<file path="config.mk">
export PLATFORM = sky130hd
export DESIGN_NAME = wowa_dac_player_flat
export DESIGN_NICKNAME = d
export VERILOG_FILES = /design/src/rtl/wowa_pkg.sv /design/src/rtl/wowa_dac_player_if.sv /design/src/rtl/wowa_sample_fifo.sv /design/src/rtl/wowa_dac_player.sv /design/src/flat_wrapper.sv
export SDC_FILE = /design/constraint.sdc
export NUM_CORES = 1
export LEC_CHECK = 0
export ABC_AREA = 1
export CORE_MARGIN = 8
export CORE_UTILIZATION = 50
export CTS_CLUSTER_DIAMETER = 50
export CTS_CLUSTER_SIZE = 30
export DETAILED_ROUTE_END_ITERATION = 7
export HOLD_SLACK_MARGIN = 0.1
export PLACE_DENSITY = 0.79
export SETUP_SLACK_MARGIN = 0.2
export SYNTH_ARGS = -nofsm -noshare
export SYNTH_HDL_FRONTEND = slang
export SYNTH_HIERARCHICAL = 1
export SYNTH_SLANG_ARGS = --single-unit
</file>
<file path="constraint.sdc">
create_clock -name clk -period 2.5 [get_ports clk]
set_clock_uncertainty 0.2 [all_clocks]
set_input_delay 0.5 -clock clk [delete_from_list [all_inputs] [get_ports clk]]
set_output_delay 0.5 -clock clk [all_outputs]
set_load 0.03 [all_outputs]
</file>
<file path="src/rtl/wowa_pkg.sv">
// Shared constants and types for the wowa playback path.
package wowa_pkg;

    // DAC code for the analog midpoint; used as the idle / silent level.
    localparam logic [7:0] DAC_MIDSCALE = 8'h80;

    // Playback controller states.
    typedef enum logic [1:0] {
        IDLE  = 2'd0,
        PRIME = 2'd1,
        PLAY  = 2'd2
    } player_state_t;

endpackage

</file>
<file path="src/rtl/wowa_dac_player_if.sv">
// Sample stream handshake into the DAC player.
interface wowa_dac_player_if #(
    parameter int DATA_W = 8
);
    logic [DATA_W-1:0] sample_in;
    logic              sample_valid;
    logic              sample_ready;

    modport master (
        output sample_in,
        output sample_valid,
        input  sample_ready
    );

    modport slave (
        input  sample_in,
        input  sample_valid,
        output sample_ready
    );
endinterface

</file>
<file path="src/rtl/wowa_sample_fifo.sv">
// Small synchronous FIFO buffering samples ahead of the DAC.
// Storage is not reset; only pointers and occupancy are.
module wowa_sample_fifo #(
    parameter  int DATA_W     = 8,
    parameter  int FIFO_DEPTH = 4,
    localparam int PTR_W      = $clog2(FIFO_DEPTH),
    localparam int LVL_W      = PTR_W + 1
) (
    input  logic              clk,
    input  logic              rst,
    input  logic              push,
    input  logic [DATA_W-1:0] push_data,
    input  logic              pop,
    output logic [DATA_W-1:0] head,
    output logic [LVL_W-1:0]  level,
    output logic              full,
    output logic              empty
);

    logic [DATA_W-1:0] mem [FIFO_DEPTH];
    logic [PTR_W-1:0]  wr_ptr;
    logic [PTR_W-1:0]  rd_ptr;
    logic              push_ok;
    logic              pop_ok;

    assign full    = (level == LVL_W'(FIFO_DEPTH));
    assign empty   = (level == '0);
    assign push_ok = push && !full;
    assign pop_ok  = pop && !empty;
    assign head    = mem[rd_ptr];

    // Sample storage write; data only, no reset needed.
    always_ff @(posedge clk) begin
        if (push_ok) begin
            mem[wr_ptr] <= push_data;
        end
    end

    // Pointer and occupancy bookkeeping; pointers wrap modulo the depth.
    always_ff @(posedge clk) begin
        if (rst) begin
            wr_ptr <= '0;
            rd_ptr <= '0;
            level  <= '0;
        end else begin
            if (push_ok) begin
                wr_ptr <= wr_ptr + PTR_W'(1);
            end
            if (pop_ok) begin
                rd_ptr <= rd_ptr + PTR_W'(1);
            end
            case ({push_ok, pop_ok})
                2'b10:   level <= level + LVL_W'(1);
                2'b01:   level <= level - LVL_W'(1);
                default: level <= level;
            endcase
        end
    end

endmodule

</file>
<file path="src/rtl/wowa_dac_player.sv">
// Playback side of the wowa front end: buffers handshaked samples and
// presents them to the R-2R DAC at a programmable rate, with priming
// and underrun handling.
module wowa_dac_player
    import wowa_pkg::*;
#(
    parameter  int DATA_W     = 8,
    parameter  int FIFO_DEPTH = 4,
    parameter  int DIV_W      = 12,
    localparam int LVL_W      = $clog2(FIFO_DEPTH) + 1
) (
    input  logic                clk,
    input  logic                rst,
    input  logic                enable,
    wowa_dac_player_if.slave    sif,
    input  logic [DIV_W-1:0]    rate_div,
    input  logic                hold_on_underrun,
    input  logic                clear_underrun,
    output logic [DATA_W-1:0]   dac_set,
    output logic                dac_strobe,
    output logic                underrun,
    output logic [LVL_W-1:0]    fifo_level,
    output logic                playing
);

    localparam logic [DATA_W-1:0] MIDSCALE = {1'b1, {(DATA_W-1){1'b0}}};

    // Terminal count for the divider; a period of 0 behaves like 1.
    function automatic logic [DIV_W-1:0] div_limit(input logic [DIV_W-1:0] rd);
        return (rd == '0) ? '0 : rd - DIV_W'(1);
    endfunction

    player_state_t     state;
    player_state_t     state_nxt;
    logic [DIV_W-1:0]  div_cnt;
    logic [DIV_W-1:0]  div_lim;
    logic              tick;
    logic              do_pop;
    logic              do_underrun;
    logic              push;
    logic [DATA_W-1:0] head;
    logic              full;
    logic              empty;

    assign sif.sample_ready = !full;
    assign push             = sif.sample_valid && !full;

    wowa_sample_fifo #(
        .DATA_W     (DATA_W),
        .FIFO_DEPTH (FIFO_DEPTH)
    ) u_fifo (
        .clk       (clk),
        .rst       (rst),
        .push      (push),
        .push_data (sif.sample_in),
        .pop       (do_pop),
        .head      (head),
        .level     (fifo_level),
        .full      (full),
        .empty     (empty)
    );

    // State register.
    always_ff @(posedge clk) begin
        if (rst) begin
            state <= IDLE;
        end else begin
            state <= state_nxt;
        end
    end

    // Next-state: disable always wins; PRIME waits for a half-full buffer.
    always_comb begin
        state_nxt = state;
        if (!enable) begin
            state_nxt = IDLE;
        end else begin
            case (state)
                IDLE:    if (!empty) state_nxt = PRIME;
                PRIME:   if (fifo_level >= LVL_W'(FIFO_DEPTH / 2)) state_nxt = PLAY;
                PLAY:    if (do_underrun) state_nxt = PRIME;
                default: state_nxt = IDLE;
            endcase
        end
    end

    // Output decode: sample tick and what it does to the FIFO.
    always_comb begin
        playing     = (state == PLAY);
        tick        = (state == PLAY) && enable && (div_cnt == div_lim);
        do_pop      = tick && !empty;
        do_underrun = tick && empty;
    end

    // Rate divider; the period is re-latched at PLAY entry and on every wrap.
    always_ff @(posedge clk) begin
        if (rst) begin
            div_cnt <= '0;
            div_lim <= '0;
        end else if (state != PLAY) begin
            div_cnt <= '0;
            div_lim <= div_limit(rate_div);
        end else if (tick) begin
            div_cnt <= '0;
            div_lim <= div_limit(rate_div);
        end else begin
            div_cnt <= div_cnt + DIV_W'(1);
        end
    end

    // DAC code register, strobe and sticky underrun (set beats clear).
    always_ff @(posedge clk) begin
        if (rst) begin
            dac_set    <= MIDSCALE;
            dac_strobe <= 1'b0;
            underrun   <= 1'b0;
        end else begin
            dac_strobe <= do_pop;
            if (!enable) begin
                dac_set <= MIDSCALE;
            end else if (do_pop) begin
                dac_set <= head;
            end else if (do_underrun && !hold_on_underrun) begin
                dac_set <= MIDSCALE;
            end
            if (do_underrun) begin
                underrun <= 1'b1;
            end else if (clear_underrun) begin
                underrun <= 1'b0;
            end
        end
    end

endmodule

</file>
<file path="src/flat_wrapper.sv">
// flat-port wrapper written by rule: the top's interface ports become plain ports
module wowa_dac_player_flat import wowa_pkg::*;
#(
    parameter  int DATA_W     = 8,
    parameter  int FIFO_DEPTH = 4,
    parameter  int DIV_W      = 12,
    localparam int LVL_W      = $clog2(FIFO_DEPTH) + 1
)
  (clk, rst, enable, rate_div, hold_on_underrun, clear_underrun, dac_set, dac_strobe, underrun, fifo_level, playing, sif_sample_in, sif_sample_valid, sif_sample_ready);
  wowa_dac_player_if #(.DATA_W(DATA_W)) sif_i ();
  input  logic clk;
  input  logic rst;
  input  logic enable;
  input  logic [DIV_W-1:0] rate_div;
  input  logic hold_on_underrun;
  input  logic clear_underrun;
  output logic [DATA_W-1:0] dac_set;
  output logic dac_strobe;
  output logic underrun;
  output logic [LVL_W-1:0] fifo_level;
  output logic playing;
  input wire logic [$bits(sif_i.sample_in)-1:0] sif_sample_in;
  input wire logic [$bits(sif_i.sample_valid)-1:0] sif_sample_valid;
  output wire logic [$bits(sif_i.sample_ready)-1:0] sif_sample_ready;
  assign sif_i.sample_in = sif_sample_in;
  assign sif_i.sample_valid = sif_sample_valid;
  assign sif_sample_ready = sif_i.sample_ready;
  wowa_dac_player #(.DATA_W(DATA_W), .FIFO_DEPTH(FIFO_DEPTH), .DIV_W(DIV_W)) u_core (.clk(clk), .rst(rst), .enable(enable), .sif(sif_i), .rate_div(rate_div), .hold_on_underrun(hold_on_underrun), .clear_underrun(clear_underrun), .dac_set(dac_set), .dac_strobe(dac_strobe), .underrun(underrun), .fifo_level(fifo_level), .playing(playing));
endmodule
</file>
# [After elaboration in Yosys (flattened, before gate mapping)]
# Memories as Yosys holds them, arrays and structs flattened. A register that Yosys moved wholly into a read port is not among the register bits.
# Index checks and enable logic that the tools add are counted.
[totals] register_bits=43 mem_bits_rw=32 input_bits=26 memories=1
[mem_list] memory="u_core.u_fifo.mem" depth=4 word_bits=8 rd=1 rd_clocked_by_memory_dff=1 wr=1 line_no="wowa_sample_fifo.sv:20" rtl="logic [DATA_W-1:0] mem [FIFO_DEPTH];"
[op_classes] addsub=6 order_cmp=1 n_eq_ne=10 n_mux=16 n_bitwise=1 n_reduce_logical=21
[ops] op="2-to-1 mux 12 bit" n=3
[ops] op="2-to-1 mux 8 bit" n=2
[ops] op="adder 12 x 1 -> 12 bit (second input constant)" n=1
[ops] op="equality test 12 bit" n=1
[ops] op="logical NOT 12 bit" n=1
[ops] op="subtractor 12 x 1 -> 12 bit (second input constant)" n=1
[ops] op="2-to-1 mux 2 bit" n=5
[ops] op="logical AND 1 bit" n=8
[ops] op="nonzero test 2 bit" n=4
[ops] op="one-hot mux 2 bit (3 select lines)" n=1
[ops] op="one-hot mux 3 bit (2 select lines)" n=1
[ops] op="adder 2 x 1 -> 2 bit (second input constant)" n=2
[ops] op="equality test 2 x 1 -> 1 bit (second input constant)" n=2
[ops] op="equality test 2 bit (second input constant)" n=2
[ops] op="2-to-1 mux 1 bit" n=4
[ops] op="!= test 2 x 1 -> 1 bit (second input constant)" n=2
[ops] op="!= test 2 bit (second input constant)" n=2
[ops] op="adder 3 x 1 -> 3 bit (second input constant)" n=1
[ops] op="equality test 3 bit (second input constant)" n=1
[ops] op=">= comparator 3 x 2 -> 1 bit (second input constant)" n=1
[ops] op="logical NOT 1 bit" n=3
[ops] op="logical NOT 3 bit" n=1
[ops] op="AND reduction 3 bit" n=1
[ops] op="OR reduction 3 bit" n=1
[ops] op="other kinds (4)" n=4

# [Logic depth before layout (Yosys ltp)]
[logic_depth] word_depth=7 mapped_depth=17 mapped_depth_nobuf=17

# [Modules after synthesis]
# Netlist, hierarchy kept.
[modules_own_cells] module="wowa_dac_player" n_inst=1 cells_per_inst=282 area_per_inst_um2=1923.1 seq_area_each_um2=720.7
[modules_own_cells] module="wowa_sample_fifo" n_inst=1 cells_per_inst=146 area_per_inst_um2=1687.9 seq_area_each_um2=1141.1

# [Least setup slack after synthesis]
# Ideal clock, no wire load.
[synth_path] path_kind="reg2reg" from="register u_core.u_fifo.level[1]" to="register u_core.u_fifo.level[2]" t_arrival_ps=2214 t_required_ps=2190 setup_slack_ps=-23 stages_incl_launch_ff=17 path_buffers=0 synth_period_minus_slack_ps=2523 path_cell_list="dfxtp_1 -> inv_1 -> nand3_1 -> inv_1 -> nand3b_1 -> inv_1 -> inv_1 -> nor2_1 -> ha_1 -> inv_1 -> fa_1 -> inv_1 -> nand2_1 -> nand3_1 -> nand2_1 -> inv_1 -> nor2_1"
[synth_via] elab_chain_len=6 word_cells_on_any_way=14
[synth_lines] item="start: declaration" line_no="wowa_sample_fifo.sv:15" rtl="output logic [LVL_W-1:0] level,"
[synth_lines] item="start signal: assignment" line_no="wowa_sample_fifo.sv:53" rtl="2'b10: level <= level + LVL_W'(1);"
[synth_lines] item="start signal: assignment" line_no="wowa_sample_fifo.sv:54" rtl="2'b01: level <= level - LVL_W'(1);"
[synth_lines] item="start signal: assignment" line_no="wowa_sample_fifo.sv:55" rtl="default: level <= level;"
[synth_lines] item="logical NOT 3 bit *" line_no="wowa_sample_fifo.sv:27" rtl="assign empty = (level == '0);"
[synth_lines] item="net u_core.empty" line_no="wowa_dac_player.sv:43" rtl="logic empty;"
[synth_lines] item="logical NOT 1 bit *"
[synth_lines] item="logical AND 1 bit *" line_no="wowa_dac_player.sv:91" rtl="do_pop = tick && !empty;"
[synth_lines] item="net u_core.do_pop" line_no="wowa_dac_player.sv:38" rtl="logic do_pop;"
[synth_lines] item="logical AND 1 bit *" line_no="wowa_sample_fifo.sv:29" rtl="assign pop_ok = pop && !empty;"
[synth_lines] item="net u_core.u_fifo.pop_ok" line_no="wowa_sample_fifo.sv:24" rtl="logic pop_ok;"
[synth_lines] item="equality test 2 x 1 -> 1 bit / equality test 2 bit (equally long branches)" line_no="wowa_sample_fifo.sv:52" rtl="case ({push_ok, pop_ok})"
[synth_lines] item="one-hot mux 3 bit (2 select lines) / nonzero test 2 bit (equally long branches)"
# Mark *: on every way through the listed nets, which the timed path passes. The rest lies on a longest branch.
# A chain may end at the register's enable or synchronous reset.

# [Worst setup path in the final report]
[layout_path] from="register u_core.div_cnt[2]" to="register u_core.u_fifo.level[2]"
[layout_via] elab_chain_len=6 word_cells_on_any_way=8
[layout_lines] item="start: declaration" line_no="wowa_dac_player.sv:35" rtl="logic [DIV_W-1:0] div_cnt;"
[layout_lines] item="start signal: assignment" line_no="wowa_dac_player.sv:107" rtl="div_cnt <= div_cnt + DIV_W'(1);"
[layout_lines] item="equality test 12 bit *" line_no="wowa_dac_player.sv:90" rtl="tick = (state == PLAY) && enable && (div_cnt == div_lim);"
[layout_lines] item="logical AND 1 bit *" line_no="wowa_dac_player.sv:90"
[layout_lines] item="logical AND 1 bit *" line_no="wowa_dac_player.sv:91"
[layout_lines] item="net u_core.do_pop" line_no="wowa_dac_player.sv:38"
[layout_lines] item="logical AND 1 bit *" line_no="wowa_sample_fifo.sv:29"
[layout_lines] item="net u_core.u_fifo.pop_ok" line_no="wowa_sample_fifo.sv:24"
[layout_lines] item="equality test 2 x 1 -> 1 bit / equality test 2 bit (equally long branches)" line_no="wowa_sample_fifo.sv:52"
[layout_lines] item="one-hot mux 3 bit (2 select lines) / nonzero test 2 bit (equally long branches)"
# Marked as above.

==> metrics.yaml <==
yosys-top-cells-count: "nand2_1, inv_1, nor2_1"
power_density_nw_per_um2: 588
holdPathStages: 1
port_buffers: 40
hold_ws_ns: 0.261
fin_util_pct: 66.6
place_hpwl_mm: 6.19
grt_pass1_vias: 3079
mappedNetlistArea_sq_um: 3610
synthMostInstantiatedCell: "nand2_1"
rsz0062_at_grt: "yes"
cts_tree: "yes"
critPathKind: "reg -> reg"
startpoint_type: "flip-flop"
ys_seq_area_share_pct: 51.6
die_x_um: 101
cts.clk_slew.worst_paths_ns: 0.08
die_h_um: 101
yosys_warnings: 6
end_kind: "flip-flop"
wirelength_mm: 8.90
cp.arrival_ns: 2.68
clock_sinks: 77
required_ns: 2.58
ir_worst_vdd_mv: 0.272
cts_buffers: 9
setup_tns_ns: -0.433
ys_ff_latch: 77
start_util_pct: 50.6
hp-class: "reg -> reg"
syn_nets: 463
dr.pass1.iters: 5
worst-slew-pin-transition_ns: 0.544
drive_above_1_share_pct: 23.0
drc: 0
antenna_found_initial: 0
root_buffer: "clkbuf_8"
wire_per_inst_um: 14.2
gp_congestion: 0.895
drv_cap: 0
ys_types: 35
antenna_cells: 0
reg2reg_depth: 16
grt_max_degree: 17
status: "complete, but fails checks"
leakage_nw: 1.92
final_antenna_net_count: 0
min_period_over_period_pct: 104
period_minus_slack_ns: 2.59
pin_count: 41
synth_edf_count: 32
fp.coreArea_sq_um: 7140
clk_latency_ns: 0.35
synth_cells: 428
ys_dominant_reg_cell: "dfxtp_1"
worst_slack_ns: -0.0932
cp_max_fo: 3
violations: "negative setup slack"
viasPerCell: 5.17
vias: 3230
setup_violations: 6
maxSlewViolCount: 0
htree_num_levels: 3
grt.overflow.total: 0
slew_headroom_pct: 63.4
placementRows: 31
clock.fmax_mhz: 386
synth_area_leader_cell: "edfxtp_1"
layout.nets: 556
syn_to_final_growth_pct: 31.6
avgSynthCellArea_sq_um: 8.44
synthArstFlopShare_pct: 0
drt_iter0_markers: 214
die_area_sq_um: 10200
synth.area.top_cells: "edfxtp_1, dfxtp_1, nand2_1"
final_hold_viol_count: 0
dp_slack_ns: -0.529
synth_top_area_share_pct: 26.6
grt_pass1_wl_mm: 14.1
grtUsageTotal_pct: 17.5
cts_buffer_depth: 2
## registers in the layout (all words and copies together), names as in the netlist, 2 cells and up, named ones only
signal	count
u_core/div_lim	12
u_core/dac_set	8
u_core/u_fifo/rd_ptr	2
u_core/div_cnt	12
u_core/u_fifo/wr_ptr	2
u_core/u_fifo/level	3
u_core/state	2
u_core/u_fifo/mem	32
## logic make-up (layout without fill, tap and decap cells)
logic type,Yosys count,in the layout,synth area share (%)
simple gates,198,198,24.9
flops,77,77,51.6
buf+inv,73,171,8.21
compound gates,63,63,10.0
fa+ha+maj,9,9,3.33
xor+xnor,8,8,1.94
## layer usage
metal	part of all wire (%)	routed length (um)	track usage, %	vias up
met5	0	0	0	-
met4	3.3	297	9.05	0
met2	49	4350	28.9	116
met3	4.9	440	2.56	26
li1	-	-	-	1608
met1	43	3810	21.7	1480
## power breakdown
| group | total [mW] | internal, mW | switching [mW] |
|---|---|---|---|
| registers | 1.38 | 1.36 | 0.0265 |
| logic | 0.296 | 0.126 | 0.170 |
| clock network | 1.11 | 0.665 | 0.446 |
## layout by cell type (no fill, tap or decap), types with 8 or more instances in the layout
| cell | instances |
|---|---|
| o21ai_0 | 15 |
| inv_1 | 57 |
| nand3_1 | 22 |
| clkdlybuf4s50_1 | 37 |
| nor3_1 | 8 |
| clkbuf_8 | 9 |
| dfxtp_1 | 31 |
| buf_4 | 46 |
| nand2_1 | 77 |
| dfxtp_2 | 13 |
| a21oi_1 | 18 |
| nand2_2 | 11 |
| o22ai_1 | 18 |
| edfxtp_1 | 32 |
| nand4_1 | 9 |
| inv_2 | 10 |
| nor2_1 | 49 |
## metrics by stage
step | total power, mW | cells | instance area [sq um]
finish | 2.79 | 625 | 4750
global route | 2.89 | 625 | 4750
CTS | 2.80 | 617 | 4640
detailed placement | 1.69 | 588 | 4290
global placement | 1.67 | 588 | 4290
floorplan | 1.56 | 428 | 3610
## area by class of cell
| cell class | instances | area [sq um] |
|---|---|---|
| Fill cell | 553 | 2380 |
| Sequential cell | 77 | 1880 |
| Multi-Input combinational cell | 278 | 1510 |
| Timing Repair Buffer | 86 | 738 |
| Inverter | 69 | 264 |
| Clock buffer | 10 | 128 |
| Tap cell | 99 | 124 |
| Clock inverter | 6 | 111 |
## critical path, stage by stage (launching register included)
cell	delay (ns)
dfxtp_2	0.37
inv_2	0.04
nand2_1	0.07
nand4_1	0.13
nor4_2	0.30
nand3b_1	0.15
inv_1	0.11
inv_1	0.05
nor2_1	0.12
ha_2	0.21
inv_2	0.05
fa_2	0.39
nand2_2	0.11
nand3_1	0.08
nand2_1	0.07
inv_1	0.04
nor2_1	0.07
## worst paths after layout
path | startpoint | endpoint | slack, ns
hold reg to reg | u_core/div_cnt[0]$_SDFF_PP0_ | u_core/div_cnt[0]$_SDFF_PP0_ | 0.26
setup / recovery | u_core/div_cnt[2]$_SDFF_PP0_ | u_core/u_fifo/level[2]$_SDFFE_PP0P_ | -0.09
setup reg to reg | u_core/div_cnt[2]$_SDFF_PP0_ | u_core/u_fifo/level[2]$_SDFFE_PP0P_ | -0.09
hold / removal | u_core/div_cnt[0]$_SDFF_PP0_ | u_core/div_cnt[0]$_SDFF_PP0_ | 0.26
## timing repair
item,CTS,global route
setup buffers,13,8
resized for setup,13,30
pin swaps,2,10
hold endpoints to repair,0,0
endpoints found under the setup margin,4,8
hold buffers,0,0
No activity file was read; power rests on OpenSTA's default activity.
